$ cat src/rtl/mem_stage_pkg.sv
// Shared types and constants for the memory-access pipeline stage.
// Latency: n/a (declarations only).
// Backpressure: n/a.
package mem_stage_pkg;

  localparam int DEF_DATA_W      = 32;
  localparam int DEF_REG_W       = 4;
  localparam int DEF_TIMEOUT_CYC = 16;

  // Low address bits that must be zero for a word access.
  localparam logic [1:0] WORD_ALIGN_MASK = 2'b11;

  typedef enum logic {
    IDLE   = 1'b0,
    ACCESS = 1'b1
  } state_t;

  function automatic logic is_word_aligned(input logic [1:0] addr_lsb);
    return (addr_lsb & WORD_ALIGN_MASK) == 2'b00;
  endfunction

endpackage

$ cat src/rtl/mem_timeout_ctr.sv
// Counts ACCESS cycles spent waiting for mem_ack; tc marks the last allowed cycle.
// Latency: tc is combinational from the count register.
// Backpressure: none; clear has priority over enable.
module mem_timeout_ctr
  import mem_stage_pkg::*;
#(
  parameter int TIMEOUT_CYC = DEF_TIMEOUT_CYC
) (
  input  logic clk,
  input  logic reset,
  input  logic clear,
  input  logic enable,
  output logic tc
);

  localparam int CNT_W = $clog2(TIMEOUT_CYC);

  logic [CNT_W-1:0] cnt_q;
  logic [CNT_W-1:0] cnt_d;

  // Next count: clear wins, otherwise step once per waiting cycle.
  always_comb begin
    cnt_d = cnt_q;
    if (clear) begin
      cnt_d = '0;
    end else if (enable) begin
      cnt_d = cnt_q + CNT_W'(1);
    end
  end

  // Count register.
  always_ff @(posedge clk or posedge reset) begin
    if (reset) begin
      cnt_q <= '0;
    end else begin
      cnt_q <= cnt_d;
    end
  end

  assign tc = (cnt_q == CNT_W'(TIMEOUT_CYC - 1));

endmodule

$ cat src/rtl/mem_access_stage.sv
// MEM stage: req/ack data-memory access, fault detection, MEM/WB register.
// Latency: 1 cycle for non-memory ops; 1 + ACCESS cycles for loads/stores.
// Backpressure: stall_out holds upstream while a request is outstanding.
module mem_access_stage
  import mem_stage_pkg::*;
#(
  parameter int DATA_W      = DEF_DATA_W,
  parameter int REG_W       = DEF_REG_W,
  parameter int TIMEOUT_CYC = DEF_TIMEOUT_CYC
) (
  input  logic              clk,
  input  logic              reset,
  input  logic              regw_in,
  input  logic              memw_in,
  input  logic              memr_in,
  input  logic [DATA_W-1:0] store_data,
  input  logic [DATA_W-1:0] alu_result,
  input  logic [REG_W-1:0]  rd_in,
  output logic              stall_out,
  output logic              mem_req,
  output logic              mem_we,
  output logic [DATA_W-1:0] mem_addr,
  output logic [DATA_W-1:0] mem_wdata,
  input  logic [DATA_W-1:0] mem_rdata,
  input  logic              mem_ack,
  output logic              wb_regw,
  output logic [DATA_W-1:0] wb_data,
  output logic [REG_W-1:0]  wb_rd,
  output logic              fault
);

  state_t              state_q, state_d;
  logic                mem_req_q, mem_req_d;
  logic                we_q, we_d;
  logic [DATA_W-1:0]   addr_q, addr_d;
  logic [DATA_W-1:0]   wdata_q, wdata_d;
  logic                regw_lat_q, regw_lat_d;
  logic [REG_W-1:0]    rd_lat_q, rd_lat_d;
  logic                wb_regw_q, wb_regw_d;
  logic [DATA_W-1:0]   wb_data_q, wb_data_d;
  logic [REG_W-1:0]    wb_rd_q, wb_rd_d;
  logic                fault_q, fault_d;
  logic                stall_c;
  logic                cnt_clr, cnt_en, cnt_tc;
  logic                access, illegal;

  assign access  = memr_in | memw_in;
  assign illegal = (memr_in & memw_in) | (access & ~is_word_aligned(alu_result[1:0]));

  mem_timeout_ctr #(.TIMEOUT_CYC(TIMEOUT_CYC)) u_timeout (
    .clk    (clk),
    .reset  (reset),
    .clear  (cnt_clr),
    .enable (cnt_en),
    .tc     (cnt_tc)
  );

  // Next-state, bus latch and MEM/WB update; WB only moves when not stalling.
  always_comb begin
    state_d    = state_q;
    mem_req_d  = mem_req_q;
    we_d       = we_q;
    addr_d     = addr_q;
    wdata_d    = wdata_q;
    regw_lat_d = regw_lat_q;
    rd_lat_d   = rd_lat_q;
    wb_regw_d  = wb_regw_q;
    wb_data_d  = wb_data_q;
    wb_rd_d    = wb_rd_q;
    fault_d    = fault_q;
    stall_c    = 1'b0;
    cnt_clr    = 1'b0;
    cnt_en     = 1'b0;
    unique case (state_q)
      IDLE: begin
        cnt_clr = 1'b1;
        if (!access) begin
          wb_regw_d = regw_in;
          wb_data_d = alu_result;
          wb_rd_d   = rd_in;
        end else if (illegal) begin
          // Faulting instruction retires as a bubble without touching memory.
          wb_regw_d = 1'b0;
          fault_d   = 1'b1;
        end else begin
          stall_c    = 1'b1;
          mem_req_d  = 1'b1;
          we_d       = memw_in;
          addr_d     = alu_result;
          wdata_d    = store_data;
          regw_lat_d = regw_in;
          rd_lat_d   = rd_in;
          state_d    = ACCESS;
        end
      end
      ACCESS: begin
        if (mem_ack) begin
          // Ack beats a coincident timeout.
          wb_regw_d = regw_lat_q;
          wb_rd_d   = rd_lat_q;
          wb_data_d = we_q ? addr_q : mem_rdata;
          mem_req_d = 1'b0;
          state_d   = IDLE;
        end else if (cnt_tc) begin
          wb_regw_d = 1'b0;
          fault_d   = 1'b1;
          mem_req_d = 1'b0;
          state_d   = IDLE;
        end else begin
          stall_c = 1'b1;
          cnt_en  = 1'b1;
        end
      end
      default: state_d = IDLE;
    endcase
  end

  // Stage registers; reset drops the request and clears WB immediately.
  always_ff @(posedge clk or posedge reset) begin
    if (reset) begin
      state_q    <= IDLE;
      mem_req_q  <= 1'b0;
      we_q       <= 1'b0;
      addr_q     <= '0;
      wdata_q    <= '0;
      regw_lat_q <= 1'b0;
      rd_lat_q   <= '0;
      wb_regw_q  <= 1'b0;
      wb_data_q  <= '0;
      wb_rd_q    <= '0;
      fault_q    <= 1'b0;
    end else begin
      state_q    <= state_d;
      mem_req_q  <= mem_req_d;
      we_q       <= we_d;
      addr_q     <= addr_d;
      wdata_q    <= wdata_d;
      regw_lat_q <= regw_lat_d;
      rd_lat_q   <= rd_lat_d;
      wb_regw_q  <= wb_regw_d;
      wb_data_q  <= wb_data_d;
      wb_rd_q    <= wb_rd_d;
      fault_q    <= fault_d;
    end
  end

  // Stall is combinational but forced low while reset is held.
  assign stall_out = stall_c & ~reset;
  assign mem_req   = mem_req_q;
  assign mem_we    = we_q;
  assign mem_addr  = addr_q;
  assign mem_wdata = wdata_q;
  assign wb_regw   = wb_regw_q;
  assign wb_data   = wb_data_q;
  assign wb_rd     = wb_rd_q;
  assign fault     = fault_q;

endmodule

$ cat config.mk
export PLATFORM = sky130hd
export DESIGN_NAME = mem_access_stage
export DESIGN_NICKNAME = d
export VERILOG_FILES = /design/src/rtl/mem_stage_pkg.sv /design/src/rtl/mem_timeout_ctr.sv /design/src/rtl/mem_access_stage.sv
export SDC_FILE = /design/constraint.sdc
export NUM_CORES = 1
export LEC_CHECK = 0
export CORE_UTILIZATION = 27
export CTS_CLUSTER_DIAMETER = 120
export DETAILED_ROUTE_END_ITERATION = 6
export HOLD_SLACK_MARGIN = 0.15
export PLACE_DENSITY = 0.63
export SYNTH_ARGS = -nofsm -noshare
export SYNTH_HDL_FRONTEND = slang
export SYNTH_SLANG_ARGS = --single-unit
export TNS_END_PERCENT = 50
$ cat constraint.sdc
create_clock -name clk -period 4.3 [get_ports clk]
set_input_delay 0.86 -clock clk [delete_from_list [all_inputs] [get_ports clk]]
set_output_delay 0.86 -clock clk [all_outputs]
set_load 0.05 [all_outputs]
==> results.md <==
- Starting DRC count in detailed routing: 98
- VDD IR max: 0.327 mV
- Critical path, cell by cell: clkdlybuf4s50_1 > xnor2_1 > or4_1 > a21oi_1 > buf_4
- Worst EP required: 3.44 ns
- Number of port buffers: 210
- Placer Congestion: 0.795
- Deepest clock path buffer count: 2
- Htree depth: 4
- Worst-Skew Late Latency: 0.40 ns
- Number of synthesized flops with an enable pin: 0
- Share of cells above drive strength 1: 0.243
- Worst slew pin tran: 0.873 ns
- Avg Cell Area, Syn: 13.8 um^2
- Crit path capture: stall_out
- Die width: 136 um
- Vias in the first global route: 4009
- # diodes: 0
- Final Hold Viols: 0
- Net Sw Power: 1970 uW
- Leakage: 0.00313 uW
- Period utilisation layout: 0.825
- Hold slack: 0.487 ns
- R2R Path Start: state_q
- Crit. End Element: output pin
- Non-filler instance count after layout: 800
- Unrepaired setup endpoints after global routing: false
- Mapped Area: 4880 um^2
- Die height: 136 um
- Area growth syn-to-layout: 59.2%
- YS warnings: 0
- Largest area contributor in the netlist: dfrtp_1
- Setup CP Type: in2out
- Clock Sinks: 114
- # hold bufs at CTS: 0
- Reg2Reg Setup Slack: 2.21 ns
- Initial Util: 0.279
- Crit path launch type: input port
- Tmin final: 3.55 ns
- Cells on worst reg2reg path: 3
- Top cells by area, synth: dfrtp_1 (58%), mux2_2 (15%), o221a_2 (6.9%), mux2i_1 (6.6%), nand2_1 (2.8%)
- Setup Skew: 0.00775 ns
- Final setup TNS: 0 ns
- P_int: 3020 uW
- Clock root buffer master: clkbuf_16
- Detailed Route WL: 14000 um
- Most frequent cells in the layout: clkdlybuf4s50_1 (209), dfrtp_1 (113), mux2_2 (65), nand2_1 (37), mux2i_1 (32)
- Multi-input gate area: 1890 um^2
- First-pass GRT wire length: 21400 um
- Crit Path Max Fanout: 9
- Post-Place Cells: 769
- Sw Share: 0.395
- Slew HR: 0.416
- Finish-stage setup viols: 0
- Combinational fraction of design power: 0.427
- Pin count of the biggest net entering global routing: 66
- Register share of total power: 0.307
- Fillers: 1558
- Post-CTS setup buffers: 0
- Clock slew at reported path FFs: 0.06 ns
- Status: finished, final reports clean
- Avg WL per Cell: 17.5 um
- Via count: 3839
- Post-synthesis cell type count: 36
- PD cells: 642 nW/um^2
- Post-synth top flop: dfrtp_1
- Max-cap violations: 0
- Post-Synthesis Net Count: 460
- Vias/cell: 4.80
- Post-route DRC: 0
- CTS tree: done
- Arrival @ worst endpoint: 2.69 ns
- Clock share of power: 0.266
- Synth Register Bits: 114
- Sequential share of the synthesized area: 0.585
- Hold Path Class: reg2reg
- Initial antenna violation count: 0
- Slowest cell on crit path: or4_1
- Layout Nets: 670
- CTS Buf Count: 17
- Fmax: 282 MHz
- Critical Path Max Stage Delay: 0.63 ns
- CP startpoint: memw_in
- Commonest non-fill, non-tap cell in the layout: clkdlybuf4s50_1
- Mapped Cells: 353
- Drt pass-1 iters: 5
- Final Slew Violations: 0
- Die area: 18600 um^2
- Detail Route Antenna Nets: 0
- IO Pins: 211
- Core footprint: 17500 um^2
- R2R Path End: wb_data[13]
- Cts repair resizes: 0
- Top-area cell type share of the netlist area: 0.585
- Hold Path Stages: 1
- Tot GR Track Use: 0.153
- Reg area: 2850 um^2
- Row count: 48
- Post-synth ARST share: 1.00
- GRT overflow: 0
- Post-DP HPWL: 9430 um
-- registers in the layout, indices dropped and copies added (netlist names) --
register         flops
fault                1
mem_addr            32
mem_req              1
mem_wdata           32
mem_we               1
rd_lat_q             4
regw_lat_q           1
state_q              1
u_timeout.cnt_q      4
wb_data             32
wb_rd                4
wb_regw              1
-- power by group through the flow --
stage                     registers [uW]  clock network (uW)  logic (uW)
final                               1530                1330        2130
after global routing                1570                1420        2220
after CTS                           1540                1370        2160
after detailed placement            1550                   0        2150
after global placement              1540                   0        2130
after floorplan                     2440                   0         463
-- through the flow --
| step | setup slack, ns | utilization | instance area, um^2 | power [uW] |
|---|---|---|---|---|
| after floorplan | 0.424 | - | 4880 | 2910 |
| after global placement | 0.835 | 0.412 | 7200 | 3670 |
| after detailed placement | 0.781 | 0.412 | 7200 | 3700 |
| after CTS | 0.758 | 0.445 | 7770 | 5060 |
| after global routing | 0.673 | 0.445 | 7770 | 5210 |
| final | 0.754 | 0.445 | 7770 | 4990 |
-- critical path: cells and delay by family --
| family | cells | cell delay [ns] |
|---|---|---|
| buffers and inverters | 2 | 0.80 |
| AOI/OAI and AO/OA | 1 | 0.23 |
| xor gates and xnor gates | 1 | 0.16 |
| and+or+nand+nor | 1 | 0.63 |
-- how the worst min path moves through the flow --
stage                           start          end
after floorplan           rd_lat_q[0]  rd_lat_q[0]
after global placement          fault        fault
after detailed placement        fault        fault
after CTS                       fault        fault
after global routing            fault        fault
final                           fault        fault
-- synthesized netlist by cell type, drive strengths merged (2+ instances only) --
| cell | number |
|---|---|
| a211oi | 3 |
| a21oi | 2 |
| and2 | 3 |
| buf | 17 |
| clkbuf | 7 |
| dfrtp | 114 |
| inv | 5 |
| mux2 | 68 |
| mux2i | 32 |
| nand2 | 38 |
| nand3 | 2 |
| nor2 | 3 |
| nor3 | 5 |
| o21a | 3 |
| o21ai | 2 |
| o221a | 32 |
| o22a | 3 |
| or3 | 2 |
| xnor2 | 2 |
-- routing by layer --
metal | wire, um | share of wire | global-route usage
met3 | 1100 | 0.078 | 0.0474
met2 | 6880 | 0.49 | 0.255
met1 | 5890 | 0.42 | 0.185
met4 | 153 | 0.011 | 0.0537
met5 | 0 | 0 | 0
-- cell type report --
class,instances,share of cell area
inverter,5,0.00274
tap,225,0.0362
multi-input combinational,210,0.243
clock inverter,9,0.0105
timing repair buffer,215,0.278
clock buffer,22,0.0623
sequential,114,0.367
-- kinds of logic (layout without fill, tap and decap cells) --
kind of cell | count (synthesis) | in the layout | share of synthesized area
flip-flops | 114 | 114 | 0.585
XOR/XNOR | 2 | 2 | 0.00359
buffers and inverters | 29 | 251 | 0.0308
adder cells (fa/ha/maj) | 1 | 1 | 0.00256
AND/OR/NAND/NOR | 58 | 58 | 0.0551
multiplexers | 100 | 100 | 0.225
AO/OA/AOI/OAI | 49 | 49 | 0.0985
(Power assumes the default switching activity.)
